===== config.mk =====
export PLATFORM = sky130hd
export DESIGN_NAME = shift_pipe_arbiter
export DESIGN_NICKNAME = d
export VERILOG_FILES = /design/src/rtl/shift_pipe_arbiter.sv
export SDC_FILE = /design/constraint.sdc
export NUM_CORES = 1
export LEC_CHECK = 0
export BUFFER_PORTS_ARGS = -buffer_cell sky130_fd_sc_hd__buf_2
export CAP_MARGIN = 0
export CORE_ASPECT_RATIO = 1.2
export CORE_UTILIZATION = 40
export DETAILED_ROUTE_END_ITERATION = 8
export PLACE_DENSITY = 0.59
export SYNTH_ARGS = -nofsm -noshare
export SYNTH_HDL_FRONTEND = slang
export SYNTH_SLANG_ARGS = --single-unit
export TNS_END_PERCENT = 30

===== constraint.sdc =====
create_clock -name clock -period 5.16 [get_ports clock]
set_input_delay 1.032 -clock clock [delete_from_list [all_inputs] [get_ports clock]]
set_output_delay 1.032 -clock clock [all_outputs]
set_load 0.005 [all_outputs]

===== src/rtl/shift_pipe_arbiter.sv =====
// shift_pipe_arbiter: round-robin A/B scheduler feeding a DEPTH-stage valid/tagged shift pipe with a valid/ready output.
// Optional per-stage parity and the out_parity port are enabled with SHIFT_PIPE_PARITY_EN.
module shift_pipe_arbiter #(
  parameter int WIDTH = 4,
  parameter int DEPTH = 4,
  parameter int OCC_W = 3
) (
  input  logic             clock,
  input  logic             reset_n,
  input  logic             req_a,
  input  logic [WIDTH-1:0] data_a,
  output logic             grant_a,
  input  logic             req_b,
  input  logic [WIDTH-1:0] data_b,
  output logic             grant_b,
  input  logic             flush,
  output logic             out_valid,
  output logic [WIDTH-1:0] out_data,
  output logic             out_src,
  input  logic             out_ready,
  output logic             busy,
`ifdef SHIFT_PIPE_PARITY_EN
  output logic             out_parity,
`endif
  output logic [OCC_W-1:0] occupancy
);
  logic [WIDTH-1:0] data_q [DEPTH];
  logic [DEPTH-1:0] v_q;
  logic [DEPTH-1:0] tag_q;
  logic             ptr_q;
  logic             shift;
  logic             en;
  logic [WIDTH-1:0] win_data;
`ifdef SHIFT_PIPE_PARITY_EN
  logic [DEPTH-1:0] par_q;
`endif
  // advance unless the last stage holds a word the consumer refuses; grants only when the pipe moves, never in reset or flush
  always_comb begin
    shift    = !v_q[DEPTH-1] || out_ready;
    en       = shift && !flush && reset_n;
    grant_a  = en && req_a && (!req_b || !ptr_q);
    grant_b  = en && req_b && (!req_a || ptr_q);
    win_data = grant_b ? data_b : data_a;
  end
  // stage registers, tags, valid bits and the round-robin pointer
  always_ff @(posedge clock or negedge reset_n) begin
    if (!reset_n) begin
      for (int i = 0; i < DEPTH; i++) data_q[i] <= '0;
      v_q   <= '0;
      tag_q <= '0;
      ptr_q <= 1'b0;
`ifdef SHIFT_PIPE_PARITY_EN
      par_q <= '0;
`endif
    end else if (flush) begin
      v_q <= '0;
`ifdef SHIFT_PIPE_PARITY_EN
      par_q <= '0;
`endif
    end else if (shift) begin
      for (int i = 1; i < DEPTH; i++) data_q[i] <= data_q[i-1];
      data_q[0] <= (grant_a || grant_b) ? win_data : data_q[0];
      v_q       <= {v_q[DEPTH-2:0], grant_a || grant_b};
      tag_q     <= {tag_q[DEPTH-2:0], (grant_a || grant_b) ? grant_b : tag_q[0]};
      ptr_q     <= (grant_a || grant_b) ? grant_a : ptr_q;
`ifdef SHIFT_PIPE_PARITY_EN
      par_q     <= {par_q[DEPTH-2:0], (grant_a || grant_b) ? ^win_data : par_q[0]};
`endif
    end
  end
  // occupancy is a popcount of the registered valid bits
  always_comb begin
    occupancy = '0;
    for (int i = 0; i < DEPTH; i++) occupancy = occupancy + OCC_W'(v_q[i]);
  end
  assign busy      = |v_q;
  assign out_valid = v_q[DEPTH-1];
  assign out_data  = data_q[DEPTH-1];
  assign out_src   = tag_q[DEPTH-1];
`ifdef SHIFT_PIPE_PARITY_EN
  assign out_parity = par_q[DEPTH-1];
`endif
endmodule


==> results.py, run 1 <==
metrics = {
    "run_status": {
        "outcome": "completed",
    },
    "yosys": {
        "yosysSeqAreaShare_pct": 51.6,
        "postSynthCellCount": 93,
        "synth_cell_types": 25,
        "ys_warn_count": 0,
        "syn-num-nets": 111,
        "synth-seq-cells": 25,
        "syn_area_sq_um": 1210,
        "synth.avg_cell_area_sq_um": 13.0,
    },
    "drt": {
        "drtIter0Drc": 8,
        "wl_met2_mm": 1.01,
        "routedWlPerCell_um": 13.3,
        "antenna_left": 0,
        "vias": 765,
        "vias_per_cell": 5.10,
        "drc": 0,
        "wl_met3_um": 79,
        "top_layer": "met4",
        "wl_met1_um": 875,
        "dr.pass1.iters": 4,
        "routed_wl_mm": 2.00,
    },
    "power_and_ir_drop": {
        "power_frac_comb_pct": 23.6,
        "power_frac_clock_pct": 18.6,
        "p_leak_uw": 0.000644,
        "swShare_pct": 25.8,
        "power.internal_uw": 339,
        "p_total_uw": 457,
        "seqPwrFrac_pct": 57.8,
        "power_switching_uw": 118,
        "p_per_area_nw_per_um2": 338,
        "irDropWorstVdd_mv": 0.136,
    },
    "clock_tree": {
        "cts_hold_buffers": 0,
        "cts_tree": "yes",
        "cts-htree-levels": 1,
        "clockBufferDepth": 2,
        "clk_pin_slew_worst_paths_ps": 130,
        "post_cts_buffers": 0,
        "root_buffer": "clkbuf_4",
        "clock_latency_ps": 310,
        "cts_buffers": 3,
        "post_cts_resized": 0,
        "cts.sinks": 25,
    },
    "setup_path": {
        "r2r-end": "data_q[8]$_DFFE_PN0P_",
        "cp-end-kind": "output pin",
        "path_max_fanout": 28,
        "slowest_delay_ps": 460,
        "crit_path_frequent_cell": "buf_2",
        "crit_end": "grant_b",
        "worst_r2r_path_depth": 3,
        "start_kind": "input port",
        "crit_type": "in -> out",
        "cp_slowest_cell": "buf_2",
        "crit_required_ps": 4130,
        "crit_start": "reset_n",
        "rr_startpoint": "v_q[3]$_DFFE_PN0P_",
        "path_cells": "buf_2 > nor2b_1 > nand2_1 > nor3_1 > buf_2",
        "reg2reg_slack_ps": 3620,
        "cp.arrival_ps": 2150,
    },
    "place": {
        "portBuffers": 25,
        "place_congestion": 0.750,
        "dp_cells": 146,
        "hpwl_mm": 1.50,
    },
    "floorplanning": {
        "placement_rows": 21,
        "design.portCount": 26,
        "die-area_sq_um": 3260,
        "die_w_um": 52.3,
        "start_util_pct": 42.7,
        "coreArea_sq_um": 2840,
        "dieHeight_um": 62.3,
    },
    "grt": {
        "grt_pass1_vias": 799,
        "grt_pass1_wl_mm": 3.42,
        "grt-ovfl-total": 0,
        "grt_max_degree": 29,
        "antenna_found_initial": 0,
        "grt_use_total_pct": 14.1,
    },
    "timing": {
        "slew_headroom_pct": 61.7,
        "grt_setup_unrepaired": "no",
        "max_freq_mhz": 314,
        "timing.final.crit_period_ps": 3180,
        "finalHoldViolCount": 0,
        "tightestPinTransition_ps": 574,
        "fin_crit_sh_pct": 61.7,
        "skew_ps": 2.42,
        "final-max-slew-violation-count": 0,
        "setup_viol": 0,
        "setup_tns_ps": 0,
    },
    "flow_run": {
        "maxCapViolCount": 0,
    },
    "layout": {
        "n_antenna_cell": 0,
        "syn_to_final_growth_pct": 11.5,
        "fillCellCount": 280,
        "stdcell_count": 150,
        "drive_above_1_share_pct": 40.5,
        "fin_nets": 135,
    },
    "hold_path": {
        "min_path_type": "reg -> reg",
    },
}
-- Yosys cell counts --
| cell | n | area share, % |
|---|---|---|
| nand3_1 | 1 | 0.41 |
| buf_4 | 4 | 2.5 |
| nor3_2 | 1 | 0.83 |
| buf_6 | 1 | 0.93 |
| buf_8 | 1 | 1.2 |
| inv_1 | 7 | 2.2 |
| nor2b_1 | 2 | 1.0 |
| mux2_4 | 10 | 12 |
| ha_1 | 3 | 3.1 |
| o32ai_1 | 4 | 2.9 |
| nand2_1 | 6 | 1.9 |
| nand2b_1 | 2 | 1.0 |
| nor2_1 | 3 | 0.93 |
| nor2_8 | 1 | 1.7 |
| and2b_1 | 1 | 0.62 |
| dfrtp_1 | 25 | 52 |
| a21oi_1 | 4 | 1.7 |
| nor3_1 | 2 | 0.83 |
| a2bb2oi_1 | 4 | 2.9 |
| a31oi_1 | 2 | 1.0 |
| a21bo_2 | 1 | 0.83 |
| mux2_2 | 5 | 4.6 |
| o22a_1 | 1 | 0.72 |
| fa_1 | 1 | 1.7 |
| nand3b_1 | 1 | 0.62 |
-- cells in the final DEF, fill, tap and decap left out, types with 2 or more instances in the layout --
cell type	instances
dfrtp_1	25
buf_2	25
mux2_4	10
inv_1	7
nand2_1	6
mux2_2	5
a21oi_1	4
o32ai_1	4
a2bb2oi_1	4
nor2_1	3
ha_1	3
clkbuf_4	3
nand2b_1	2
nor2b_1	2
nor3_1	2
a31oi_1	2
-- through the flow --
step           hold slack (ps)  utilization, %  setup slack [ps]  area (sq um)
6_report                   518            47.6              1980          1350
5_1_grt                    528            47.6              1800          1350
4_1_cts                    520            47.6              1930          1350
3_5_place_dp               490            46.6              1920          1320
3_3_place_gp               485            46.6              1970          1320
2_1_floorplan              460               -              2620          1210
-- critical path: cells and delay by family --
| family | cells | cell delay [ps] |
|---|---|---|
| AND/OR/NAND/NOR | 3 | 510 |
| buffers and inverters | 2 | 600 |
-- logic make-up (layout without fill, tap and decap cells) --
family	Yosys count	after routing	synth area share, %
AOI/OAI and AO/OA	16	16	10.0
adders and majority gates	4	4	4.75
buffers and inverters	13	36	6.81
DFF	25	25	51.6
muxes	15	15	17.0
and+or+nand+nor	20	20	9.80
-- worst min path at each step --
stage | from | to | slack (ps) | depth (start not counted)
6_report | tag_q[3]$_DFFE_PN0P_ | tag_q[3]$_DFFE_PN0P_ | 520 | 1
4_1_cts | ptr_q$_DFFE_PN0P_ | ptr_q$_DFFE_PN0P_ | 520 | 1
5_1_grt | tag_q[3]$_DFFE_PN0P_ | tag_q[3]$_DFFE_PN0P_ | 530 | 1
3_3_place_gp | data_q[6]$_DFFE_PN0P_ | out_data[2]$_DFFE_PN0P_ | 480 | 1
2_1_floorplan | tag_q[0]$_DFFE_PN0P_ | tag_q[0]$_DFFE_PN0P_ | 460 | 1
3_5_place_dp | tag_q[3]$_DFFE_PN0P_ | tag_q[3]$_DFFE_PN0P_ | 490 | 1
-- registers in the layout, summed over array words and instances, names as in the netlist --
register,count
v_q,4
ptr_q,1
tag_q,4
data_q,12
out_data,4
-- power groups by stage --
stage               Sequential [uW]  Clock, uW  Combinational (uW)
floorplan                       263          0                91.9
global placement                268          0                 108
detailed placement              269          0                 110
CTS                             266       89.8                 110
global route                    271       96.8                 120
finish                          264       84.8                 108
-- layer usage --
layer,GRT usage (%),vias up
met3,2.70,5
met1,17.5,373
li1,-,371
met5,0,-
met2,22.8,16
met4,6.91,0
-- final cells by class --
| cell class | count | area [sq um] | area share, % |
|---|---|---|---|
| Sequential cell | 25 | 626 | 46.3 |
| Multi-Input combinational cell | 55 | 504 | 37.3 |
| Timing Repair Buffer | 25 | 125 | 9.26 |
| Tap cell | 34 | 42.5 | 3.15 |
| Inverter | 7 | 26.3 | 1.94 |
| Clock buffer | 3 | 22.5 | 1.67 |
| Clock inverter | 1 | 5.00 | 0.370 |
Note: power is estimated with default switching activity, not from simulation.
==> inputs of run 2 (changes only) <==
--- a/config.mk
+++ b/config.mk
@@ -10,7 +10,7 @@
 export CORE_ASPECT_RATIO = 1.2
 export CORE_UTILIZATION = 40
 export DETAILED_ROUTE_END_ITERATION = 8
-export PLACE_DENSITY = 0.59
+export PLACE_DENSITY = 0.61
 export SYNTH_ARGS = -nofsm -noshare
 export SYNTH_HDL_FRONTEND = slang
 export SYNTH_SLANG_ARGS = --single-unit
==> constraint.sdc (replaced) <==
create_clock -name clock -period 2.7 [get_ports clock]
set_input_delay 0.54 -clock clock [delete_from_list [all_inputs] [get_ports clock]]
set_output_delay 0.54 -clock clock [all_outputs]
set_load 0.005 [all_outputs]
==> run 2 against run 1 <==
Final cell count rose by 0.67%; wire length rose by 7.3%; combinational power is 94% higher; non-clock buffer count up 1; sequential cell count stayed put; critical path depth up 1; via count rose by 2.5%; worst hold slack worse by 320 ps; critical path type is now reg -> out; die area unchanged; largest cell class unchanged.
==> results.py, run 2 (synthesized netlist as in run 1, its figures left out) <==
metrics = {
    "floorplanning": {
        "placement_rows": 21,
        "start_util_pct": 42.7,
        "design.portCount": 26,
        "die_w_um": 52.3,
        "coreArea_sq_um": 2840,
        "die-area_sq_um": 3260,
        "dieHeight_um": 62.3,
    },
    "setup_path": {
        "crit_required_ps": 2160,
        "rr_startpoint": "v_q[3]$_DFFE_PN0P_",
        "worst_r2r_path_depth": 3,
        "path_max_fanout": 4,
        "cp-end-kind": "output pin",
        "cp.arrival_ps": 1950,
        "r2r-end": "data_q[6]$_DFFE_PN0P_",
        "reg2reg_slack_ps": 1170,
        "start_kind": "flop",
        "crit_type": "reg -> out",
    },
    "clock_tree": {
        "clockBufferDepth": 2,
        "post_cts_buffers": 0,
        "cts_buffers": 3,
        "clock_latency_ps": 330,
        "cts.sinks": 25,
        "cts_hold_buffers": 0,
        "post_cts_resized": 0,
        "cts_tree": "yes",
        "root_buffer": "clkbuf_4",
        "cts-htree-levels": 1,
        "clk_pin_slew_worst_paths_ps": 150,
    },
    "drt": {
        "vias": 784,
        "routed_wl_mm": 2.15,
        "routedWlPerCell_um": 14.2,
        "vias_per_cell": 5.19,
        "antenna_left": 0,
        "dr.pass1.iters": 4,
        "drc": 0,
        "drtIter0Drc": 8,
    },
    "grt": {
        "grt_max_degree": 28,
        "grt_use_total_pct": 14.4,
        "antenna_found_initial": 0,
        "grt-ovfl-total": 0,
        "grt_pass1_wl_mm": 3.42,
        "grt_pass1_vias": 786,
    },
    "place": {
        "hpwl_mm": 1.57,
        "dp_cells": 147,
        "place_congestion": 0.681,
        "portBuffers": 25,
    },
    "layout": {
        "most-common-layout-cells": "dfrtp_1 (25), buf_2 (25), mux2_4 (10), inv_1 (7), nand2_1 (6)",
        "fillCellCount": 286,
        "fin_nets": 136,
        "drive_above_1_share_pct": 41.0,
        "largest_register_ffs": 12,
        "syn_to_final_growth_pct": 12.3,
        "regMostFlops": "data_q",
        "stdcell_count": 151,
        "n_antenna_cell": 0,
    },
    "timing": {
        "timing.final.crit_period_ps": 2490,
        "setup_viol": 0,
        "skew_ps": 5.51,
        "fin_crit_sh_pct": 92.4,
        "tightestPinTransition_ps": 385,
        "finalHoldViolCount": 0,
        "max_freq_mhz": 401,
        "slew_headroom_pct": 74.4,
        "setup_tns_ps": 0,
        "final-max-slew-violation-count": 0,
        "grt_setup_unrepaired": "no",
    },
    "power_and_ir_drop": {
        "swShare_pct": 27.3,
        "power_frac_clock_pct": 19.9,
        "irDropWorstVdd_mv": 0.261,
        "seqPwrFrac_pct": 56.6,
        "p_leak_uw": 0.000645,
        "p_per_area_nw_per_um2": 658,
        "power_frac_comb_pct": 23.5,
        "power_switching_uw": 244,
        "power.internal_uw": 651,
    },
    "hold_path": {
        "min_path_type": "in -> async",
    },
    "flow_run": {
        "maxCapViolCount": 0,
    },
    "run_status": {
        "outcome": "completed",
    },
}
[run 2: cell type report]
type	count	area (sq um)	area share, %
well taps	34	42.5	3.12
multi-input cells	55	504	37.0
clock inverters	1	7.51	0.551
clock buffers	3	22.5	1.65
inverters	7	26.3	1.93
flip-flops and latches	25	626	46.0
repair buffers	26	133	9.74
[run 2: routing by layer]
layer  up-vias  routed length [um]  track usage, %  share of wire (%)
met5         -                   0               0                  0
met4         0                  42            7.89                2.0
met3         4                 113            3.19                5.3
met2        19                1030            24.0                 48
met1       389                 961            16.4                 45
li1        372                   -               -                  -
[run 2: power by group through the flow]
stage / registers (uW) / clock network, uW / logic (uW)
finish: 507 / 178 / 210
global route: 517 / 201 / 229
CTS: 508 / 182 / 214
detailed placement: 516 / 0 / 213
floorplan: 503 / 0 / 176
global placement: 511 / 0 / 207
[run 2: worst max path at each step]
stage | slack, ps | to | cells after the start | from
global placement | 610 | occupancy[1] | 6 | v_q[3]$_DFFE_PN0P_
global route | 120 | occupancy[1] | 6 | v_q[3]$_DFFE_PN0P_
floorplan | 720 | occupancy[1] | 5 | v_q[3]$_DFFE_PN0P_
finish | 210 | occupancy[1] | 6 | v_q[3]$_DFFE_PN0P_
detailed placement | 570 | occupancy[1] | 6 | v_q[3]$_DFFE_PN0P_
CTS | 190 | occupancy[1] | 6 | v_q[3]$_DFFE_PN0P_
[run 2: through the flow]
step / hold slack [ps] / power, uW / worst slack [ps] / utilization [%] / instance area, sq um
2_1_floorplan: 244 / 679 / 715 / - / 1210
3_3_place_gp: 474 / 718 / 607 / 46.9 / 1330
3_5_place_dp: 483 / 729 / 569 / 46.9 / 1330
4_1_cts: 196 / 904 / 185 / 48.0 / 1360
5_1_grt: 190 / 947 / 117 / 48.0 / 1360
6_report: 193 / 896 / 206 / 48.0 / 1360
[run 2: critical path: stages (launching register included)]
cell,delay [ps]
dfrtp_1,410
inv_1,90
fa_1,540
inv_1,40
ha_1,170
ha_1,260
buf_2,120
